`config.mk`:
```
export PLATFORM = sky130hd
export DESIGN_NAME = game_sequencer
export DESIGN_NICKNAME = d
export VERILOG_FILES = /design/src/rtl/flappy_pkg.sv /design/src/rtl/key_debounce.sv /design/src/rtl/game_sequencer.sv
export SDC_FILE = /design/constraint.sdc
export NUM_CORES = 1
export LEC_CHECK = 0
export BUFFER_PORTS_ARGS = -buffer_cell sky130_fd_sc_hd__buf_4
export CORE_ASPECT_RATIO = 1.4
export CORE_MARGIN = 10
export CORE_UTILIZATION = 32
export CTS_CLUSTER_DIAMETER = 100
export DETAILED_ROUTE_END_ITERATION = 10
export MAX_ROUTING_LAYER = met4
export SYNTH_ARGS = -nofsm -noshare
export SYNTH_HDL_FRONTEND = slang
export SYNTH_SLANG_ARGS = --single-unit
```
`constraint.sdc`:
```
create_clock -name clk -period 3 [get_ports clk]
set_clock_uncertainty 0.15 [all_clocks]
set_input_delay 0.15 -clock clk [delete_from_list [all_inputs] [get_ports clk]]
set_output_delay 0.15 -clock clk [all_outputs]
set_load 0.05 [all_outputs]
```
`src/rtl/flappy_pkg.sv`:
```
// Shared types and helpers for the flappy game controller: game state encoding and
// the two-digit BCD score with its saturating increment.
package flappy_pkg;

  typedef enum logic [1:0] {
    ATTRACT = 2'd0,
    PLAY    = 2'd1,
    DYING   = 2'd2,
    OVER    = 2'd3
  } game_state_t;

  // Tens in the upper nibble, so a plain vector compare orders scores correctly.
  typedef struct packed {
    logic [3:0] tens;
    logic [3:0] ones;
  } bcd2_t;

  function automatic bcd2_t bcd2_inc(input bcd2_t v);
    bcd2_t r;
    r = v;
    if (v.tens == 4'd9 && v.ones == 4'd9) begin
      r = v;
    end else if (v.ones == 4'd9) begin
      r.ones = 4'd0;
      r.tens = v.tens + 4'd1;
    end else begin
      r.ones = v.ones + 4'd1;
    end
    return r;
  endfunction

endpackage

```
`src/rtl/key_debounce.sv`:
```
// Two-flop synchronizer plus stability-counter debouncer for an active-low push key;
// press_evt pulses for one cycle when the debounced level falls.
module key_debounce #(
  parameter int DB_CYCLES = 250000
) (
  input  logic clk,
  input  logic rst,
  input  logic key_n,
  output logic level,
  output logic press_evt
);

  localparam int            CW       = $clog2(DB_CYCLES + 1);
  localparam logic [CW-1:0] CNT_LAST = CW'(DB_CYCLES - 1);

  logic          sync1_q, sync2_q;
  logic          level_q, level_d;
  logic          press_q, press_d;
  logic [CW-1:0] cnt_q, cnt_d;

  always_comb begin
    // NOTE: every signal gets a default before any branch, so no path can leave one unassigned and infer a latch.
    cnt_d   = '0;
    level_d = level_q;
    press_d = 1'b0;
    if (sync2_q != level_q) begin
      if (cnt_q == CNT_LAST) begin
        level_d = sync2_q;
        press_d = level_q & ~sync2_q;
      end else begin
        cnt_d = cnt_q + 1'b1;
      end
    end
  end

  always_ff @(posedge clk) begin
    // NOTE: non-blocking assignments so every flop samples pre-edge values, making the sync chain a real two-stage shift.
    if (rst) begin
      sync1_q <= 1'b1;
      sync2_q <= 1'b1;
      level_q <= 1'b1;
      press_q <= 1'b0;
      cnt_q   <= '0;
    end else begin
      sync1_q <= key_n;
      sync2_q <= sync1_q;
      level_q <= level_d;
      press_q <= press_d;
      cnt_q   <= cnt_d;
    end
  end

  assign level     = level_q;
  assign press_evt = press_q;

endmodule

```
`src/rtl/game_sequencer.sv`:
```
// Game controller: debounced frame-aligned flap, ATTRACT/PLAY/DYING/OVER FSM and BCD score.
// Define HIGH_SCORE_EN to add the best_ones/best_tens high-score outputs.
module game_sequencer
  import flappy_pkg::*;
#(
  parameter int fA           = 32,
  parameter int DB_CYCLES    = 250000,
  parameter int DEATH_FRAMES = 60,
  parameter int OVER_FRAMES  = 120
) (
  input  logic          clk,
  input  logic          rst,
  input  logic [fA-1:0] frame_id,
  input  logic          key_n,
  input  logic          hit,
  input  logic          pipe_passed,
  output logic          frame_tick,
  output logic          flap,
  output logic          world_run,
  output logic          bird_run,
  output logic [1:0]    game_state,
  output logic [3:0]    score_ones,
  output logic [3:0]    score_tens
`ifdef HIGH_SCORE_EN
  ,
  output logic [3:0]    best_ones,
  output logic [3:0]    best_tens
`endif
);

  localparam int            FMAX       = (DEATH_FRAMES > OVER_FRAMES) ? DEATH_FRAMES : OVER_FRAMES;
  localparam int            FW         = $clog2(FMAX + 1);
  localparam logic [FW-1:0] DEATH_LAST = FW'(DEATH_FRAMES - 1);
  localparam logic [FW-1:0] OVER_SAT   = FW'(OVER_FRAMES);

  logic          press_evt;
  logic          key_level_unused;  // debounced level is only of interest for debug

  key_debounce #(.DB_CYCLES(DB_CYCLES)) u_key_debounce (
    .clk      (clk),
    .rst      (rst),
    .key_n    (key_n),
    .level    (key_level_unused),
    .press_evt(press_evt)
  );

  logic [fA-1:0] frame_id_q;
  logic          tick_d;
  game_state_t   state_q, state_d;
  bcd2_t         score_q, score_d;
  logic [FW-1:0] fcnt_q, fcnt_d;
  logic          pend_q, pend_d;
  logic          frame_tick_q, flap_q, flap_d;
  logic          world_run_q, world_run_d;
  logic          bird_run_q, bird_run_d;
`ifdef HIGH_SCORE_EN
  bcd2_t         best_q, best_d;
`endif

  always_comb begin
    tick_d  = (frame_id != frame_id_q);
    state_d = state_q;
    score_d = score_q;
    fcnt_d  = fcnt_q;
    pend_d  = 1'b0;
`ifdef HIGH_SCORE_EN
    best_d  = best_q;
`endif
    unique case (state_q)
      ATTRACT: begin
        if (press_evt) begin
          state_d = PLAY;
          score_d = '0;
          fcnt_d  = '0;
          pend_d  = 1'b1;
        end
      end
      PLAY: begin
        // A pending flap survives until the next frame boundary; extra presses merge into it.
        pend_d = (pend_q & ~tick_d) | press_evt;
        if (hit) begin
          state_d = DYING;
          fcnt_d  = '0;
          pend_d  = 1'b0;
`ifdef HIGH_SCORE_EN
          if (score_q > best_q) best_d = score_q;
`endif
        end else if (pipe_passed) begin
          score_d = bcd2_inc(score_q);
        end
      end
      DYING: begin
        if (tick_d) begin
          if (fcnt_q == DEATH_LAST) begin
            state_d = OVER;
            fcnt_d  = '0;
          end else begin
            fcnt_d = fcnt_q + 1'b1;
          end
        end
      end
      OVER: begin
        if (tick_d && fcnt_q != OVER_SAT) fcnt_d = fcnt_q + 1'b1;
        if (press_evt && fcnt_q == OVER_SAT) begin
          state_d = ATTRACT;
          fcnt_d  = '0;
        end
      end
      default: state_d = ATTRACT;
    endcase
    flap_d      = tick_d & pend_q & (state_q == PLAY);
    world_run_d = (state_d == PLAY);
    bird_run_d  = (state_d == PLAY) || (state_d == DYING);
  end

  always_ff @(posedge clk) begin
    if (rst) begin
      frame_id_q   <= frame_id;
      state_q      <= ATTRACT;
      score_q      <= '0;
      fcnt_q       <= '0;
      pend_q       <= 1'b0;
      frame_tick_q <= 1'b0;
      flap_q       <= 1'b0;
      world_run_q  <= 1'b0;
      bird_run_q   <= 1'b0;
`ifdef HIGH_SCORE_EN
      best_q       <= '0;
`endif
    end else begin
      frame_id_q   <= frame_id;
      state_q      <= state_d;
      score_q      <= score_d;
      fcnt_q       <= fcnt_d;
      pend_q       <= pend_d;
      frame_tick_q <= tick_d;
      flap_q       <= flap_d;
      world_run_q  <= world_run_d;
      bird_run_q   <= bird_run_d;
`ifdef HIGH_SCORE_EN
      best_q       <= best_d;
`endif
    end
  end

  assign frame_tick = frame_tick_q;
  assign flap       = flap_q;
  assign world_run  = world_run_q;
  assign bird_run   = bird_run_q;
  assign game_state = state_q;
  assign score_ones = score_q.ones;
  assign score_tens = score_q.tens;
`ifdef HIGH_SCORE_EN
  assign best_ones  = best_q.ones;
  assign best_tens  = best_q.tens;
`endif

endmodule

```
Word level (Yosys, flattened, before mapping)
Index checks and enable logic that the tools add are counted.

Flip-flop bits (word level): 76. Output and inout bits: 14. Logic and storage cells: 84.

Equality and inequality tests: 21. Bitwise gates (word level): 9. Reductions and logical operators: 12. Add/sub/neg operators: 4. Muxes and demuxes: 23.

Operators by type and width (number): $mux 7 (6); $mux 8 (4); $ne 32x32->1 (1); $pmux 7 s4 (1); $add 18x1->18 const B (1); $eq 18x18->1 const B (1); $pmux 8 s2 (1); $ne 2x2->1 const B (6); $mux 2 (5); $add 4x1->4 const B (2); $eq 4x4->1 const B (2); $mux 4 (2); $pmux 2 s4 (1); $add 7x1->7 const B (1); $eq 7x6->1 const B (1); $eq 7x7->1 const B (1); $ne 7x7->1 const B (1); $eq 2x2->1 const B (3); $reduce_and 6->1 (1); $reduce_or 3->1 (2); $reduce_and 5->1 (1); $and 1x1->1 (4); $eq 2x1->1 const B (2); $not 1->1 (4); other kinds (12) (15).

Longest topological paths before layout
Gate-level depths: netlist of run 1.

Depth after elaboration: 6. Mapped depth: 9. Gate-level depth less buffers: 8.

Hierarchy
From an unflattened synthesis of run 1, not the netlist that was laid out.

Cells, all modules: 313. Area total of the unflattened synthesis: 3176.8 µm².

By module, submodules not included: game_sequencer (cells an instance 208, area an instance 2213.4 µm², times used 1); key_debounce (cells an instance 105, area an instance 963.4 µm², times used 1).

Worst setup path after synthesis of run 1
No wires, ideal clock.

Kind: register -> register. Start point: register state_q[0] (netlist: game_state[0]). End point: register score_q, in the netlist score_tens[3]. Period minus slack after synthesis: 2.091 ns. Setup slack: 0.909 ns. Stages on the path, launching flop included: 7. Arrival time: 1.871 ns. Path buffers: 1. Library setup time: 0.070 ns. Path through: dfxtp_1 > buf_4 > nand3b_1 > a21oi_2 > nand3_2 > or3_1 > a21oi_1.

Word-level cells in the longest chain between the ends: 3. Elaborated cells between the ends (all ways): 10. Classes of those cells: 6 x eq/ne; 1 x mux; 3 x reduce/logical.

Ends and longest elaborated chain: from (decl) (line game_sequencer.sv:49) `game_state_t state_q, state_d;`; from (signal assigned) (line game_sequencer.sv:132) `state_q <= state_d;`; $eq 2x1->1 / $logic_not 2->1 (equally long branches) (line game_sequencer.sv:69) `unique case (state_q)`; $ne 2x2->1 (no line), or another cell as far along; $reduce_and 6->1 (no line); to (signal assigned) (line game_sequencer.sv:133) `score_q <= score_d;`; to (decl) (line game_sequencer.sv:50) `bcd2_t score_q, score_d;`.

Several ways; a longest one is shown, not always the timed one. A chain may end at the register's enable or synchronous reset.

Worst setup path after layout of run 1
Start point: input port frame_id[4]. End point: register bird_run_q (netlist: bird_run).

Word-level cells in the longest chain between the ends: 5. Elaborated cells between the ends (all ways): 6. Classes of those cells: 3 x eq/ne; 2 x mux; 1 x reduce/logical.

Ends and longest elaborated chain: from (decl) (line game_sequencer.sv:13) `input logic [fA-1:0] frame_id,`; $ne 32x32->1 (*) (line game_sequencer.sv:61) `tick_d = (frame_id != frame_id_q);`; $mux 2 (*) (line game_sequencer.sv:93) `if (tick_d) begin`; $pmux 2 s4 (*) (line game_sequencer.sv:69); $eq 2x1->1 / $eq 2x2->1 (equally long branches) (line game_sequencer.sv:113) `bird_run_d = (state_d == PLAY) || (state_d == DYING);`; $logic_or 1x1->1 (*) (line game_sequencer.sv:113); to (signal assigned) (line game_sequencer.sv:139) `bird_run_q <= bird_run_d;`; to (decl) (line game_sequencer.sv:55) `logic bird_run_q, bird_run_d;`.

Every way passes the cells marked *; elsewhere a longest branch is shown, timed or not.

==> flow_summary.yaml, run 1 <==
setup_path:
  required_ns: 3.12
  critical_path.slowest_cell: "sky130_fd_sc_hd__dlygate4sd3_1"
  path_class: "in2reg"
  worstPathArrival_ns: 2.45
  critPathCaptureType: "flop"
  critical_path.cell_chain: "dlygate4sd3_1, buf_4, xnor2_1, nand4_1, nor4_1, and2_1, or3_1, nand2_1, ha_1, nor2_1"
  critical_path.startpoint_type: "input port"
  cpPeakStageDelay_ns: 0.53
  critical_path_peak_fanout: 9
synth:
  post_synth_inst_count: 323
  yosysWarningCount: 0
  netlist_top_cells_count: "76 x sky130_fd_sc_hd__dfxtp_1, 42 x sky130_fd_sc_hd__xnor2_1, 35 x sky130_fd_sc_hd__nor2_1"
  syn_avg_cell_area_um2: 9.735
  yosys_most_used_dff: "sky130_fd_sc_hd__dfxtp_1"
  synth_seq_cells: 76
  synth-edff-count: 0
  syn_nets: 369
  post_synth_main_area_contributors: "sky130_fd_sc_hd__dfxtp_1 48%, sky130_fd_sc_hd__xnor2_1 12%, sky130_fd_sc_hd__nor2_1 4.2%, sky130_fd_sc_hd__ha_1 3.6%, sky130_fd_sc_hd__xor2_1 2.8%"
  netlist.area_leader.share_pct: 48.39
  asyncSetResetFlopFracSynth_pct: 0
  synth_area_leader_cell: "sky130_fd_sc_hd__dfxtp_1"
  synth.cell_area_mm2: 0.003144
  post-synth-top-count-cell: "sky130_fd_sc_hd__dfxtp_1"
  synth.yosys.seq_area_share_pct: 48.39
  ys_types: 53
cells_and_area:
  design.final.nets: 457
  area_of_all_placed_cells_without_fillers_mm2: 0.004324
  multiInputGateArea_mm2: 0.001534
  final.fill_count: 917
  final_core_utilization_pct: 45.46
  ff_latch_area_mm2: 0.001521
  diodes: 0
  area_growth_syn_to_layout_pct: 37.52
  post_route_cells_drive_above_1_share_pct: 18.75
global_route:
  global_route.usage.met3_pct: 3.553
  groute.layer.met1.usage_pct: 11.30
  grt_max_degree: 22
  grt_usage_pct: 10.36
  vias_in_the_first_global_route: 2636
  grt_use_met2_pct: 16.81
  grt_antenna_before_repair: 0
  most_congested_layer_reported_by_global_routing: "met2"
  grt_first_pass_wirelength_um: 11840
  grt-ovfl-total: 0
sta:
  setup-tns-final_ns: 0
  slew_headroom_pct: 62.13
  final-setup-viol-count: 0
  max_freq_ghz: 0.4291
  timing_hold_violations_final: 0
  final_cycle_utilization_of_the_critical_path_pct: 77.68
  worst_pin_slew_ns: 0.5666
  finalCriticalPeriod_ns: 2.330
  final-max-slew-violation-count: 0
  grt_setup_unrepaired: "no"
pwr:
  cellPowerDensity_mw_per_mm2: 544.4
  fin_total_pwr_uw: 2354
  p_leak_uw: 0.001597
  ir_drop_mv: 0.4676
die:
  floorplan.rows: 42
  io-pin-count: 51
  dieArea_mm2: 0.01425
  core_mm2: 0.009512
  chipWidth_um: 103.8
  start_util_pct: 33.06
  die_h_um: 137.3
clock_network:
  tritoncts.num_buffers: 9
  cts_tree: "built"
  cts.root.buffer_cell: "sky130_fd_sc_hd__clkbuf_16"
  clock_path_buffers: 2
  clk_pin_slew_worst_paths_ns: 0.06
  cts-htree-levels: 3
  clock_latency_reported_for_the_late_side_of_the_worst_skew_pair_ns: 0.33
  cts.sink_count: 76
route:
  drt_drc_violations_left: 0
  drt_iter0_markers: 117
  detailroute.via_count: 2517
  postRouteWirelength_um: 6652
  drtAntennaViolNets: 0
  wire_per_inst_um: 12.14
  drt_first_pass_iters: 4
  vias_per_cell: 4.593
place:
  globalplace.congestion: 0.7951
  hpwl_um: 4778
  detailed_place.area_mm2: 0.003645
  io_buffers: 50
hold_path:
  holdCritPathClass: "in2reg"
outcome:
  run_status: "complete, no violations"
flow_run:
  timing.max_cap.violations: 0
==> layer usage <==
layer,routed length (µm),vias to the layer above
met1,3142,1152
met4,105,0
met5,0,-
met2,3076,59
met3,328,8
li1,-,1298
==> layout make-up <==
type / instances / share of cell area [%]
well taps: 132 / 3.819
repair buffers: 85 / 16.78
flip-flops and latches: 76 / 35.19
inverters: 13 / 1.128
multi-input cells: 226 / 35.47
clock buffers: 13 / 6.019
clock inverters: 3 / 1.591
==> worst max-delay path: cells and delay by family <==
kind / cells / cell delay (ns)
and+or+nand+nor: 6 / 1.22
adders and majority gates: 1 / 0.27
buffers and inverters: 2 / 0.67
xor gates and xnor gates: 1 / 0.14
==> flip-flops by register name (all words and copies together), names as in the netlist <==
signal / cells
u_key_debounce.sync2_q: 1
u_key_debounce.cnt_q: 18
world_run: 1
fcnt_q: 7
score_tens: 4
pend_q: 1
score_ones: 4
flap: 1
u_key_debounce.sync1_q: 1
frame_tick: 1
game_state: 2
frame_id_q: 32
u_key_debounce.press_evt: 1
u_key_debounce.level: 1
bird_run: 1
==> cells by family after synthesis <==
| logic type | share of synthesized area [%] |
|---|---|
| muxes | 1.114 |
| adders and majority gates | 3.581 |
| AOI/OAI and AO/OA | 8.118 |
| xor gates and xnor gates | 14.48 |
| DFF | 48.39 |
| buffers and inverters | 2.825 |
| and+or+nand+nor | 21.49 |
==> report_power, final <==
| group | leakage (µW) | switching, µW | internal, µW |
|---|---|---|---|
| Sequential | 0.000625 | 10.2 | 1040 |
| Clock | 0.000160 | 391 | 775 |
| Combinational | 0.000811 | 49.7 | 93.1 |
| Total | 0.00160 | 450 | 1900 |
==> cells in the final DEF, fill, tap and decap left out, types with 2 or more instances in the layout <==
master	n
sky130_fd_sc_hd__nand2b_1	4
sky130_fd_sc_hd__a21oi_1	7
sky130_fd_sc_hd__nor2b_1	2
sky130_fd_sc_hd__clkbuf_8	2
sky130_fd_sc_hd__o21ai_0	4
sky130_fd_sc_hd__dlygate4sd3_1	35
sky130_fd_sc_hd__a21o_1	2
sky130_fd_sc_hd__mux2i_1	2
sky130_fd_sc_hd__nand2_1	19
sky130_fd_sc_hd__and3_1	3
sky130_fd_sc_hd__buf_4	50
sky130_fd_sc_hd__a31oi_1	3
sky130_fd_sc_hd__nor3_1	7
sky130_fd_sc_hd__o21ai_1	2
sky130_fd_sc_hd__ha_1	9
sky130_fd_sc_hd__bufinv_16	2
sky130_fd_sc_hd__xor2_1	10
sky130_fd_sc_hd__nand3_1	16
sky130_fd_sc_hd__xnor2_1	42
sky130_fd_sc_hd__nor4b_1	2
sky130_fd_sc_hd__or3_1	4
sky130_fd_sc_hd__and2_1	5
sky130_fd_sc_hd__a311oi_1	3
sky130_fd_sc_hd__or2_2	2
sky130_fd_sc_hd__nor2_1	35
sky130_fd_sc_hd__nor4_1	4
sky130_fd_sc_hd__clkbuf_16	9
sky130_fd_sc_hd__nand4_1	13
sky130_fd_sc_hd__clkbuf_1	2
sky130_fd_sc_hd__inv_1	13
sky130_fd_sc_hd__nor4_2	2
sky130_fd_sc_hd__dfxtp_1	76
==> stage by stage <==
stage | hold WS (ns) | setup WS (ns) | instances
after floorplan | 0.02772 | 0.9085 | 323
after global placement | 0.1213 | 0.8092 | 497
after detailed placement | 0.1217 | 0.7854 | 497
after CTS | 0.2284 | 0.6120 | 548
after global routing | 0.2766 | 0.3957 | 548
final | 0.2357 | 0.6697 | 548
==> worst paths after layout <==
kind / from / to / slack, ns / cells past startpoint
min: pipe_passed / score_ones[3]$_SDFFE_PP0P_ / 0.24 / 6
max reg2reg: fcnt_q[0]$_SDFFE_PP0P_ / fcnt_q[6]$_SDFFE_PP0P_ / 0.80 / 8
min reg2reg: u_key_debounce.sync1_q$_SDFF_PP1_ / u_key_debounce.sync2_q$_SDFF_PP1_ / 0.26 / 1
max: frame_id[4] / bird_run$_SDFF_PP0_ / 0.67 / 10
==> repair_timing <==
action	in CTS	in global routing
hold endpoints to repair	37	0
buffers inserted	0	0
hold buffers	35	0
gates resized for setup	0	0
No activity file was read; power rests on OpenSTA's default activity.
==> inputs of run 2 (changes only) <==
ABC_AREA = 1   (was unset)
clock period = 2.2 ns   (was 3 ns; I/O delays follow)
==> run 2 against run 1 <==
Against the previous run: total power rose by 29%; largest power group is now sequential cells; global-route usage is 0.19 points higher; critical endpoint is now game_state[1]$_SDFF_PP0_; critical path type is now reg2reg; final area rose by 5.6%; setup slack worse by 0.47 ns; clock-buffer cell count shrank 1; sequential power is 36% higher; via count increased by 14%; critical path depth decreased by 2.
==> flow_summary.yaml, run 2 <==
pwr:
  seq_power_share_pct: 47.1
  comb_power_share_pct: 7.2
  fin_total_pwr_uw: 3029
  ir_drop_mv: 0.2832
  p_leak_uw: 0.002039
  internal_power_uw: 2392
  power_switching_uw: 636.9
  power.clock.fraction_pct: 45.7
  cellPowerDensity_mw_per_mm2: 663.1
  swShare_pct: 21.02
cells_and_area:
  layout_common_cells: "105 x sky130_fd_sc_hd__nand2_1, 76 x sky130_fd_sc_hd__dfxtp_1, 62 x sky130_fd_sc_hd__inv_1"
  largest_register_ff_count: 32
  largest-register: "frame_id_q"
  area_growth_syn_to_layout_pct: 37.72
  final_core_utilization_pct: 45.65
  leading_cell_type_in_the_layout_fill_and_taps_excluded: "sky130_fd_sc_hd__nand2_1"
  design.final.nets: 577
  largest_registers: "frame_id_q (32), u_key_debounce.cnt_q (18), fcnt_q (7)"
  post_route_cells_drive_above_1_share_pct: 18.10
  diodes: 0
synth:
  ys_types: 34
  synth_seq_cells: 76
  post_synth_inst_count: 432
  netlist.area_leader.share_pct: 45.87
  syn_nets: 478
  yosysWarningCount: 0
  synth_area_leader_cell: "sky130_fd_sc_hd__dfxtp_1"
  synth.yosys.seq_area_share_pct: 45.87
  syn_avg_cell_area_um2: 7.678
  yosys_most_used_dff: "sky130_fd_sc_hd__dfxtp_1"
  synth-edff-count: 0
  synth.cell_area_mm2: 0.003317
  asyncSetResetFlopFracSynth_pct: 0
  netlist_top_cells_count: "106 x sky130_fd_sc_hd__nand2_1, 76 x sky130_fd_sc_hd__dfxtp_1, 62 x sky130_fd_sc_hd__inv_1"
  post-synth-top-count-cell: "sky130_fd_sc_hd__nand2_1"
  post_synth_main_area_contributors: "sky130_fd_sc_hd__dfxtp_1 46%, sky130_fd_sc_hd__nand2_1 12%, sky130_fd_sc_hd__inv_1 7.0%, sky130_fd_sc_hd__nor2_1 6.2%, sky130_fd_sc_hd__xnor2_1 5.8%"
setup_path:
  endpoint_of_the_worst_register_to_register_path: "game_state[1]$_SDFF_PP0_"
  path_class: "reg2reg"
  critPathCaptureType: "flop"
  critical_path.slowest_cell: "sky130_fd_sc_hd__dlygate4sd3_1"
  timing.rr.start: "fcnt_q[0]$_SDFFE_PP0P_"
  critical_path_peak_fanout: 4
  worstPathArrival_ns: 2.07
  cp_common_cell: "sky130_fd_sc_hd__nor2_2"
  rr_worst_depth: 8
  ff2ff_setup_slack_ns: 0.20
  required_ns: 2.27
  cpPeakStageDelay_ns: 0.55
  critical_path.startpoint_type: "flop"
  critical-path-top-delay-family: "buffers and inverters"
  crit_buf_inv: 2
  critical_path.cell_chain: "inv_1, ha_1, nand4_1, nor2_2, nor2_2, a211oi_2, nor2_1, dlygate4sd3_1"
sta:
  final_cycle_utilization_of_the_critical_path_pct: 91.08
  setup-tns-final_ns: 0
  max_freq_ghz: 0.4991
  final-setup-viol-count: 0
  hold_ws_ns: 0.1329
  slew_headroom_pct: 71.86
  worst_pin_slew_ns: 0.4206
  grt_setup_unrepaired: "no"
  timing_hold_violations_final: 0
  finalCriticalPeriod_ns: 2.004
  final-max-slew-violation-count: 0
flow_run:
  timing.max_cap.violations: 0
die:
  core_mm2: 0.01001
  floorplan.rows: 43
  dieArea_mm2: 0.01490
  start_util_pct: 33.15
  io-pin-count: 51
  chipWidth_um: 106.0
  die_h_um: 140.5
clock_network:
  cts_tree: "built"
  cts.root.buffer_cell: "sky130_fd_sc_hd__clkbuf_16"
  clk_pin_slew_worst_paths_ns: 0.06
  postCtsSetupBuffers: 0
  cts.sink_count: 76
  cts-htree-levels: 3
  clock_path_buffers: 2
  clock_latency_reported_for_the_late_side_of_the_worst_skew_pair_ns: 0.33
  tritoncts.num_buffers: 9
route:
  vias_per_cell: 4.280
  drt_first_pass_iters: 4
  postRouteWirelength_um: 7288
  detailroute.via_count: 2872
  drt_iter0_markers: 78
  drt_drc_violations_left: 0
  drtAntennaViolNets: 0
  wire_per_inst_um: 10.86
hold_path:
  hold_end: "score_ones[0]$_SDFFE_PP0P_"
  worst_hold_startpoint: "pipe_passed"
  holdPathStages: 6
  holdCritPathClass: "in2reg"
place:
  globalplace.congestion: 0.8076
  io_buffers: 50
  hpwl_um: 5247
global_route:
  grt_usage_pct: 10.55
  grt_max_degree: 14
  vias_in_the_first_global_route: 2870
  grt_first_pass_wirelength_um: 12830
  grt_antenna_before_repair: 0
  grt-ovfl-total: 0
outcome:
  run_status: "complete, no violations"
## run 2: changes by cell type in the layout (fill, tap and decap cells not counted), sizes merged, moves of 4 or more
cell / delta
nand2b: -4
or3: -4
nand2: +89
nor3: +5
nor4: -5
nor2: +22
xnor2: -20
and2: -5
nand3: +4
a21oi: +8
inv: +52
nand4: -5
## run 2: power by group through the flow
| stage | clock, µW | combinational [µW] | sequential (µW) |
|---|---|---|---|
| 2_1_floorplan | 0 | 81.5 | 1460 |
| 3_3_place_gp | 0 | 159 | 1450 |
| 4_1_cts | 1430 | 216 | 1430 |
| 6_report | 1380 | 218 | 1430 |
| 3_5_place_dp | 0 | 164 | 1460 |
| 5_1_grt | 1500 | 243 | 1430 |
## run 2: layout make-up
| cell class | count | area (µm²) |
|---|---|---|
| Fill cell | 969 | 5439 |
| Multi-Input combinational cell | 288 | 1573 |
| Sequential cell | 76 | 1521 |
| Timing Repair Buffer | 90 | 768.2 |
| Clock buffer | 12 | 266.5 |
| Inverter | 66 | 247.7 |
| Tap cell | 135 | 168.9 |
| Clock inverter | 4 | 22.52 |
## run 2: timing repair
| action | in CTS | in global routing |
|---|---|---|
| endpoints found under the setup margin | 0 | 8 |
| hold endpoints to repair | 43 | 0 |
| gates resized for setup | 0 | 9 |
| hold buffers | 37 | 0 |
## run 2: logic make-up (layout without fill, tap and decap cells)
family / count (synthesis) / in the layout / synth area share, %
flops: 76 / 76 / 45.87
fa+ha+maj: 9 / 9 / 3.395
simple gates: 218 / 218 / 29.24
buf+inv: 68 / 172 / 7.732
compound gates: 27 / 27 / 4.791
xor+xnor: 34 / 34 / 8.978
## run 2: tightest hold or removal path, delay by kind of cell
kind / cells / cell delay, ns
AO/OA/AOI/OAI: 1 / 0.05
AND/OR/NAND/NOR: 4 / 0.33
buffers and inverters: 1 / 0.08
## run 2: how the worst max path moves through the flow
stage | from | end | slack [ns] | depth (start not counted)
final | fcnt_q[0]$_SDFFE_PP0P_ | game_state[1]$_SDFF_PP0_ | 0.20 | 8
after global routing | fcnt_q[3]$_SDFFE_PP0P_ | game_state[1]$_SDFF_PP0_ | 0.02 | 8
after detailed placement | frame_id_q[20]$_DFF_P_ | bird_run$_SDFF_PP0_ | 0.23 | 14
after global placement | frame_id_q[3]$_DFF_P_ | bird_run$_SDFF_PP0_ | 0.27 | 12
after floorplan | score_ones[0]$_SDFFE_PP0P_ | score_tens[2]$_SDFFE_PP0P_ | 0.17 | 11
after CTS | frame_id[20] | bird_run$_SDFF_PP0_ | 0.07 | 16
## run 2: per-stage QoR
stage | instances | setup WS (ns) | cell area, µm²
floorplan | 432 | 0.1685 | 3317
global placement | 618 | 0.2690 | 3875
detailed placement | 618 | 0.2293 | 3875
CTS | 671 | 0.06790 | 4534
global route | 671 | 0.01834 | 4568
finish | 671 | 0.1962 | 4568
## run 2: layer usage
layer / up-vias / wire [µm] / GRT usage, %
met5: - / 0 / -
met4: 0 / 171 / 5.361
met3: 13 / 225 / 2.296
li1: 1540 / - / -
met1: 1273 / 3341 / 11.74
met2: 46 / 3550 / 17.36
==> inputs of run 3 (changes only) <==
CORE_ASPECT_RATIO = 1.75   (was 1.4)
==> run 3 against run 2 <==
Against the previous run: die area is 0.69% higher; largest power group is now clock; total power up 6.4%; cell count decreased by 1.6%; largest cell class unchanged; highest routed layer unchanged; register-to-register slack gained 0.03 ns; clock-buffer cell count shrank 2; core utilization shrank 1.1 points; maximum frequency barely moved; sequential share of layout area hardly changed.
==> flow_summary.yaml, run 3 (same netlist as run 2, synthesis figures left out) <==
clock_network:
  clock_latency_reported_for_the_late_side_of_the_worst_skew_pair_ns: 0.33
  postCtsSetupBuffers: 0
  tritoncts.num_buffers: 9
  cts.sink_count: 76
  clock_path_buffers: 2
  clk_pin_slew_worst_paths_ns: 0.06
  cts.root.buffer_cell: "sky130_fd_sc_hd__clkbuf_16"
  cts_tree: "built"
  cts-htree-levels: 3
cells_and_area:
  leading_cell_type_in_the_layout_fill_and_taps_excluded: "sky130_fd_sc_hd__nand2_1"
  final.fill_count: 1013
  design.final.nets: 574
  largest_registers: "frame_id_q (32), u_key_debounce.cnt_q (18), fcnt_q (7)"
  ff_latch_area_mm2: 0.001521
  largest-register: "frame_id_q"
  post_route_cells_drive_above_1_share_pct: 17.07
  area_growth_syn_to_layout_pct: 37.61
  final_cell_count_no_fill: 660
  largest_register_ff_count: 32
  diodes: 0
  area_of_all_placed_cells_without_fillers_mm2: 0.004564
  multiInputGateArea_mm2: 0.001554
  layout_common_cells: "105 x sky130_fd_sc_hd__nand2_1, 76 x sky130_fd_sc_hd__dfxtp_1, 62 x sky130_fd_sc_hd__inv_1"
global_route:
  grt_max_degree: 14
  groute.layer.met1.usage_pct: 10.03
  grt_use_met2_pct: 19.28
  grt_antenna_before_repair: 0
  grt_first_pass_wirelength_um: 13070
  most_congested_layer_reported_by_global_routing: "met2"
  vias_in_the_first_global_route: 3051
  grt_usage_pct: 10.38
  global_route.usage.met3_pct: 2.453
  grt-ovfl-total: 0
setup_path:
  crit_buf_inv: 3
  critical_path_peak_fanout: 4
  cpPeakStageDelay_ns: 0.54
  critical_path.slowest_cell: "sky130_fd_sc_hd__dlygate4sd3_1"
  critical-path-top-delay-family: "simple AND/OR/NAND/NOR gates"
  worstPathArrival_ns: 2.12
  critPathCaptureType: "flop"
  critical_path.startpoint_type: "input port"
  cp_common_cell: "sky130_fd_sc_hd__nand2_1"
  critical_path.cell_chain: "dlygate4sd3_1, buf_4, inv_1, nand2_1, nand2_1, nand2_1, nor2_1, nand2_1, nor2_4, nand2_1, nand3_1, nand2_1, nor2_2, nand2_1, ha_1, nor2_1"
  required_ns: 2.32
  path_class: "in2reg"
sta:
  grt_setup_unrepaired: "yes"
  slew_headroom_pct: 75.83
  timing_hold_violations_final: 0
  worst_pin_slew_ns: 0.3625
  final_cycle_utilization_of_the_critical_path_pct: 91.07
  final-max-slew-violation-count: 0
  hold_ws_ns: 0.1098
  setup-tns-final_ns: 0
  final-setup-viol-count: 0
  max_freq_ghz: 0.4991
  finalCriticalPeriod_ns: 2.004
hold_path:
  holdCritPathClass: "in2reg"
route:
  drtAntennaViolNets: 0
  postRouteWirelength_um: 7267
  drt_drc_violations_left: 0
  vias_per_cell: 4.339
  detailroute.via_count: 2864
  wire_per_inst_um: 11.01
  drt_iter0_markers: 65
  drt_first_pass_iters: 4
die:
  io-pin-count: 51
  chipWidth_um: 96.96
  core_mm2: 0.01024
  start_util_pct: 32.40
  dieArea_mm2: 0.01500
  die_h_um: 154.7
  floorplan.rows: 49
outcome:
  run_status: "complete, no violations"
place:
  placed_cells_incl_taps: 608
  detailed_place.area_mm2: 0.003862
  io_buffers: 50
  hpwl_um: 5447
  globalplace.congestion: 0.8302
pwr:
  fin_total_pwr_uw: 3222
  p_leak_uw: 0.002039
  ir_drop_mv: 0.3509
  cellPowerDensity_mw_per_mm2: 706.0
flow_run:
  timing.max_cap.violations: 0
[run 3: area by class of cell]
cell class / instances / area share (%)
clock buffer: 10 / 5.236
clock inverter: 6 / 1.919
inverter: 66 / 5.428
multi-input combinational: 288 / 34.05
sequential: 76 / 33.33
tap: 127 / 3.481
timing repair buffer: 87 / 16.56
[run 3: layer usage]
layer  vias up  routed length, µm
li1       1527                  -
met1      1296               3039
met2        35               3904
met3         6                244
met4         0                 80
met5         -                  0
[run 3: path summary, 6_finish.rpt]
check | depth (start not counted) | from | end | slack (ns)
max reg2reg | 11 | fcnt_q[1]$_SDFFE_PP0P_ | fcnt_q[2]$_SDFFE_PP0P_ | 0.23
max | 16 | frame_id[29] | bird_run$_SDFF_PP0_ | 0.20
min reg2reg | 1 | u_key_debounce.sync1_q$_SDFF_PP1_ | u_key_debounce.sync2_q$_SDFF_PP1_ | 0.27
min | 6 | pipe_passed | score_ones[0]$_SDFFE_PP0P_ | 0.11
[run 3: per-stage QoR]
step | util, % | setup WS [ns]
after floorplan | - | 0.1685
after global placement | 37.72 | 0.2089
after detailed placement | 37.72 | 0.2007
after CTS | 44.43 | 0.05044
after global routing | 44.58 | -0.02761
final | 44.58 | 0.1964
[run 3: report_power, final]
part | switching, µW | total, µW | leakage, µW | internal, µW
Clock | 559 | 1580 | 0.000162 | 1020
Combinational | 83.1 | 214 | 0.00125 | 131
Sequential | 14.6 | 1430 | 0.000625 | 1410
Total | 656 | 3220 | 0.00204 | 2570
[run 3: timing repair]
action	CTS	global route
endpoints found under the setup margin	0	6
hold buffers	36	0
hold endpoints to repair	43	0
gates resized for setup	0	5
[run 3: worst register-to-register path, stage by stage, from the launching register on]
cell                      delay [ns]
sky130_fd_sc_hd__dfxtp_1        0.38
sky130_fd_sc_hd__ha_1           0.26
sky130_fd_sc_hd__inv_1          0.05
sky130_fd_sc_hd__nor2_1         0.07
sky130_fd_sc_hd__and3_1         0.21
sky130_fd_sc_hd__inv_1          0.05
sky130_fd_sc_hd__a21oi_1        0.32
sky130_fd_sc_hd__inv_1          0.11
sky130_fd_sc_hd__nand2_1        0.08
sky130_fd_sc_hd__nand3_1        0.08
sky130_fd_sc_hd__nand2_1        0.07
sky130_fd_sc_hd__nor2_1         0.04
